--- src/rtl/id_ex_stage.sv ---
// ID/EX pipeline register with load-use bubble insertion, flush squash and saturating debug counters.
// Latency 1 cycle; stall_o is combinational and holds PC and IF/ID while EX takes a bubble.
module id_ex_stage #(
  parameter int DATA_W = 64,
  parameter int REG_AW = 5,
  parameter int CNT_W  = 16
) (
  input  logic              clk,
  input  logic              rst_n,
  input  logic              id_valid,
  input  logic [DATA_W-1:0] id_pc,
  input  logic [DATA_W-1:0] id_rs1_data,
  input  logic [DATA_W-1:0] id_rs2_data,
  input  logic [DATA_W-1:0] id_imm,
  input  logic [REG_AW-1:0] id_rs1,
  input  logic [REG_AW-1:0] id_rs2,
  input  logic [REG_AW-1:0] id_rd,
  input  logic [3:0]        id_funct,
  input  logic              id_Branch,
  input  logic              id_MemRead,
  input  logic              id_MemToReg,
  input  logic              id_MemWrite,
  input  logic              id_ALUSrc,
  input  logic              id_RegWrite,
  input  logic [1:0]        id_ALUOp,
  input  logic              flush_i,
  output logic              ex_valid,
  output logic [DATA_W-1:0] ex_pc,
  output logic [DATA_W-1:0] ex_rs1_data,
  output logic [DATA_W-1:0] ex_rs2_data,
  output logic [DATA_W-1:0] ex_imm,
  output logic [REG_AW-1:0] ex_rs1,
  output logic [REG_AW-1:0] ex_rs2,
  output logic [REG_AW-1:0] ex_rd,
  output logic [3:0]        ex_funct,
  output logic              ex_Branch,
  output logic              ex_MemRead,
  output logic              ex_MemToReg,
  output logic              ex_MemWrite,
  output logic              ex_ALUSrc,
  output logic              ex_RegWrite,
  output logic [1:0]        ex_ALUOp,
  output logic              stall_o,
  output logic [CNT_W-1:0]  stall_cnt,
  output logic [CNT_W-1:0]  flush_cnt
);

  // Control bundle order: {Branch, MemRead, MemToReg, MemWrite, ALUSrc, RegWrite, ALUOp[1:0]}
  logic [7:0]        id_ctrl;
  logic [7:0]        ctrl_d, ctrl_q;
  logic              valid_d, valid_q;
  logic [CNT_W-1:0]  stall_cnt_d, stall_cnt_q;
  logic [CNT_W-1:0]  flush_cnt_d, flush_cnt_q;
  logic [DATA_W-1:0] pc_q, rs1_data_q, rs2_data_q, imm_q;
  logic [REG_AW-1:0] rs1_q, rs2_q, rd_q;
  logic [3:0]        funct_q;
  logic              uses_rs2;
  logic              hazard;

  assign id_ctrl = {id_Branch, id_MemRead, id_MemToReg, id_MemWrite,
                    id_ALUSrc, id_RegWrite, id_ALUOp};

  // R-type, branches and stores read rs2; I-type ALU ops and loads do not.
  assign uses_rs2 = ~id_ALUSrc | id_MemWrite;
  assign hazard   = id_valid & valid_q & ctrl_q[6] & (rd_q != '0) &
                    ((id_rs1 == rd_q) | (uses_rs2 & (id_rs2 == rd_q)));
  assign stall_o  = hazard & ~flush_i;

  always_comb begin
    valid_d     = id_valid;
    ctrl_d      = id_ctrl & {8{id_valid}};
    stall_cnt_d = stall_cnt_q;
    flush_cnt_d = flush_cnt_q;
    if (flush_i) begin
      valid_d = 1'b0;
      ctrl_d  = '0;
      if (flush_cnt_q != '1) flush_cnt_d = flush_cnt_q + 1'b1;
    end else if (stall_o) begin
      valid_d = 1'b0;
      ctrl_d  = '0;
      if (stall_cnt_q != '1) stall_cnt_d = stall_cnt_q + 1'b1;
    end
  end

  always_ff @(posedge clk or negedge rst_n) begin
    if (!rst_n) begin
      valid_q     <= 1'b0;
      ctrl_q      <= '0;
      stall_cnt_q <= '0;
      flush_cnt_q <= '0;
      pc_q        <= '0;
      rs1_data_q  <= '0;
      rs2_data_q  <= '0;
      imm_q       <= '0;
      rs1_q       <= '0;
      rs2_q       <= '0;
      rd_q        <= '0;
      funct_q     <= '0;
    end else begin
      valid_q     <= valid_d;
      ctrl_q      <= ctrl_d;
      stall_cnt_q <= stall_cnt_d;
      flush_cnt_q <= flush_cnt_d;
      pc_q        <= id_pc;
      rs1_data_q  <= id_rs1_data;
      rs2_data_q  <= id_rs2_data;
      imm_q       <= id_imm;
      rs1_q       <= id_rs1;
      rs2_q       <= id_rs2;
      rd_q        <= id_rd;
      funct_q     <= id_funct;
    end
  end

  assign ex_valid    = valid_q;
  assign ex_pc       = pc_q;
  assign ex_rs1_data = rs1_data_q;
  assign ex_rs2_data = rs2_data_q;
  assign ex_imm      = imm_q;
  assign ex_rs1      = rs1_q;
  assign ex_rs2      = rs2_q;
  assign ex_rd       = rd_q;
  assign ex_funct    = funct_q;
  assign {ex_Branch, ex_MemRead, ex_MemToReg, ex_MemWrite,
          ex_ALUSrc, ex_RegWrite, ex_ALUOp} = ctrl_q;
  assign stall_cnt   = stall_cnt_q;
  assign flush_cnt   = flush_cnt_q;

endmodule
--- config.mk ---
export PLATFORM = sky130hd
export DESIGN_NAME = id_ex_stage
export DESIGN_NICKNAME = d
export VERILOG_FILES = /design/src/rtl/id_ex_stage.sv
export SDC_FILE = /design/constraint.sdc
export NUM_CORES = 1
export LEC_CHECK = 0
export BUFFER_PORTS_ARGS = -buffer_cell sky130_fd_sc_hd__buf_2
export CORE_AREA = 2 2 232 234
export DETAILED_ROUTE_END_ITERATION = 8
export DIE_AREA = 0 0 234 236
export PLACE_DENSITY = 0.42
export SLEW_MARGIN = 40
export SYNTH_ARGS = -nofsm -noshare
export SYNTH_HDL_FRONTEND = slang
export SYNTH_SLANG_ARGS = --single-unit
export TNS_END_PERCENT = 10
--- constraint.sdc ---
create_clock -name clk -period 1.5 [get_ports clk]
set_input_delay 0.225 -clock clk [delete_from_list [all_inputs] [get_ports clk]]
set_output_delay 0.225 -clock clk [all_outputs]
set_load 0.05 [all_outputs]
======== After elaboration in Yosys (flattened, before gate mapping) ========
Index checks and enable logic that the tools add are counted.
Widths: inputs -> output; s select.
storage, ports and cells
  register bits after elaboration ......... 316
  input port bits ......................... 287
  output and inout port bits .............. 317
cells by class
  $add $sub $neg .......................... 2
  eq/ne operators ......................... 4
  multiplexer cells ....................... 4
  bitwise gates (word level) .............. 11
  reductions and logical operators ........ 3
operator list
  kind                   number
  $add 16x1->16 const B  2
  $ne 16x16->1 const B   2
  $mux 8                 2
  $eq 5x5->1             2
  $and 8x8->8            1
  $and 1x1->1            6
  $reduce_bool 5->1      1
  $reduce_and 3->1       1
  $mux 1                 2
  $not 1->1              2
  $or 1x1->1             2
  $reduce_and 2->1       1

======== Logic depth before layout (Yosys ltp) ========
  word-level depth ........................ 8
  gate-level depth with buffers ........... 7

======== Worst setup path before layout ========
OpenSTA, ideal clock, no wires.
  path type ............................... register -> output
  start ................................... reg rd_q[0] (netlist: ex_rd[0])
  end ..................................... out stall_o
  arrival time ............................ 1.847 ns
  required time ........................... 1.275 ns
  slack ................................... -0.572 ns
  stages on the path, launching flop included .. 5
  cells stage by stage .................... dfrtp_1 -> xnor2_1 -> nand4_1 -> o22ai_4 -> and2_1
between the ends
  cells in the longest elaborated chain, start to end .. 5
  elaborated cells on any way between the ends .. 8
  those cells by class .................... 2 x eq/ne; 5 x bitwise; 1 x reduce/logical
ends and longest elaborated chain
  what                    RTL line  source
  from (decl)             55        logic [REG_AW-1:0] rs1_q, rs2_q, rd_q;
  from (signal assigned)  110       rd_q <= id_rd;
  $eq 5x5->1              66        ((id_rs1 == rd_q) | (uses_rs2 & (id_rs2 == rd_q)));
  $and 1x1->1             66
  $or 1x1->1              66
  $and 1x1->1 (*)         65        assign hazard = id_valid & valid_q & ctrl_q[6] & (rd_q != '0) &
  $and 1x1->1 (*)         67        assign stall_o = hazard & ~flush_i;
  to (decl)               43        output logic stall_o,
Mark *: on every way between the ends. The rest lies on a longest branch, timed or not.

======== Worst setup path after layout ========
  start ................................... reg rd_q[2] (netlist: ex_rd[2])
  end ..................................... out stall_o
Same word-level chain as after synthesis.

==> reports/summary.txt <==
outcome - complete, but fails checks
violated checks - setup timing
crit path to - stall_o
syn_nets - 756
fmax - 437 MHz
initial antenna violation count - 2
sequential cell area - 0.00794 mm2
final number of setup-violating endpoints - 27
peak supply drop - 764 uV
setup slack after layout - -0.789 ns
H-tree Lvls - 2
Mapped Area - 0.00899 mm2
post-route ant nets - 0
reg2reg setup slack - -0.54 ns
register area share after synthesis - 88.0%
Tightest Hold Check Type - in2reg
Worst-Margin Slew - 0.370 ns
clk root buf - clkbuf_16
vias in the first global route - 8712
Max-Cap Viols - 0
Layout area overhead - 102%
startpoint types - register
PwrDens - 1230 mW/mm2
Vias/cell - 3.53
CTS tree - done
number of buffers and inverters on the critical path - 1
critical path's largest stage delay - 0.56 ns
drt pass-1 iters - 4
DR WL/cell - 16.7 um
reg2reg start - ex_rd[2]
CTS Sinks - 316
share of synthesized registers carrying an async set or reset - 100%
I/O Buffers - 603
Final Hold Violating Endpoints - 0
global-route wire length before repair - 52700 um
Core ar. - 0.0531 mm2
Switching Share - 28.7%
Critical Path AT - 2.06 ns
Slew headroom - 75.1%
Syn Area/Cell - 19.2 um2
pin count of the biggest net entering global routing - 59
Reg clk slew, reported paths - 0.06 ns
share of power burned in registers - 41.2%
Clk network pwr share - 39.3%
unrepaired setup endpoints after global routing - true
Routed Wire Length - 36600 um
Mapped Cells - 467
Synth Register Bits - 316
CP Launch Point - ex_rd[2]
Distinct cells, synth - 37
Post-DP HPWL - 28000 um
WS Path Type - reg2out
Psw - 6.43 mW
critical path data required time - 1.27 ns
Worst-Skew Late Latency - 0.54 ns
R2R depth - 8
Starting DRT DRC Count - 158
commonest cells after routing, fill and taps aside - buf_2, dfrtp_1, dlygate4sd3_1
total grt overflow - 0
Crit Path Max Fanout - 4
Initial Util - 16.9%
Final nets - 1760
Crit path max-delay family - simple AND/OR/NAND/NOR gates
I/O pin count - 604
reg2reg end - ctrl_q[5]
synth warn - 0
ys flop type - dfrtp_1
# rows - 85
die height - 236 um
CP cell instances - or4_4 > nor2_4 > nor2_4 > and2_4 > buf_8
gpl congestion - 0.851
Multi-input gate area - 0.00114 mm2
Post-route DRC - 0
post-layout min period - 2.29 ns
fillcell total - 5264
Setup Skew - 0.00879 ns
combinational share of power - 19.5%
CTS max path bufs - 3
Critical-path top delay cell - or4_4
Setup crit end kind - output pin
Crit path top cell by count - nor2_4
Final Hold Slack - 0.0487 ns
Die Wd - 234 um
fraction of layout cells with a size suffix above 1 - 53.2%
pins over their slew limit - 0
Leakage - 8.79 nW
Crit. path cell count - 5
Tot Pwr - 22.4 mW
internal power - 15.9 mW
via count - 7748
most common cell after layout, fill and taps aside - buf_2
Post-synth EDFFs - 0
TritonCTS buffer count - 36
dpl ws - -0.352 ns
Final Cycle Share - 153%
Die ar. - 0.0552 mm2
global-route usage over all layers - 12.9%
power by group through the flow:
| stage | combinational (mW) | sequential, mW | clock [mW] |
|---|---|---|---|
| floorplan | 0.224 | 11.1 | 0 |
| global placement | 3.49 | 9.34 | 0 |
| detailed placement | 3.51 | 9.35 | 0 |
| CTS | 4.32 | 9.21 | 9.22 |
| global route | 4.59 | 9.25 | 9.60 |
| finish | 4.37 | 9.21 | 8.80 |
worst min-delay path, cell delays in order:
cell,delay [ns]
buf_2,0.10
inv_1,0.14
nor3_1,0.08
synthesized netlist by cell type, types with 4 or more instances:
library cell | n | share of area (%)
and3_1 | 4 | 0.28
nand4_1 | 10 | 0.70
dfrtp_1 | 316 | 88
and2_1 | 10 | 0.70
inv_1 | 4 | 0.17
xnor2_1 | 30 | 2.9
nand2_1 | 17 | 0.71
xor2_1 | 8 | 0.78
nand3_1 | 18 | 1.0
nor2_1 | 8 | 0.33
nor3_1 | 7 | 0.39
state kept, by name (all words and copies together) (netlist names):
name         cells
ctrl_q           8
ex_funct         4
ex_imm          64
ex_pc           64
ex_rd            5
ex_rs1           5
ex_rs1_data     64
ex_rs2           5
ex_rs2_data     64
ex_valid         1
flush_cnt       16
stall_cnt       16
repair_timing:
action	CTS	global route
pin swaps	9	17
endpoints found under the setup margin	73	72
gates resized for setup	104	39
buffers inserted	1	4
endpoints found under the hold margin	600	0
hold buffers	284	0
logic make-up after synthesis:
| family | count (synthesis) | synth area share (%) |
|---|---|---|
| compound gates | 9 | 1.29 |
| xor+xnor | 38 | 3.70 |
| fa+ha+maj | 2 | 0.278 |
| buf+inv | 7 | 0.404 |
| flops | 316 | 88.0 |
| mux | 2 | 0.251 |
| simple gates | 93 | 6.07 |
area by class of cell:
class	count	area share, %
Antenna cell	1	0.0138
Clock buffer	50	5.65
Clock inverter	12	0.967
Inverter	4	0.0829
Multi-Input combinational cell	144	6.29
Sequential cell	316	43.8
Tap cell	696	4.81
Timing Repair Buffer	969	38.4
routing by layer:
metal	global-route usage, %	share of wire (%)	up-vias
li1	-	-	3547
met4	5.16	3.7	0
met5	0	0	-
met1	14.0	37	3792
met2	23.1	51	332
met3	3.83	7.7	77
worst min path at each step:
stage,from,end,slack [ns],depth (start not counted)
finish,id_ALUSrc,ctrl_q[3],0.05,3
global route,id_ALUSrc,ctrl_q[3],0.04,3
CTS,id_ALUSrc,ctrl_q[3],0.002,3
detailed placement,rst_n,ex_rs1_data[50],0.15,1
global placement,rst_n,ex_rs2_data[55],0.15,1
floorplan,rst_n,ctrl_q[0],-0.07,0
stage by stage:
step	cell area, um2	utilization (%)	instances	setup TNS, ns
after detailed placement	13500	25.5	1840	-6.71
final	18100	34.1	2192	-9.68
after global placement	13500	25.5	1840	-6.44
after floorplan	9050	-	467	-8.04
after global routing	18100	34.1	2192	-12.40
after CTS	17900	33.8	2187	-9.26
(Power assumes the default switching activity.)
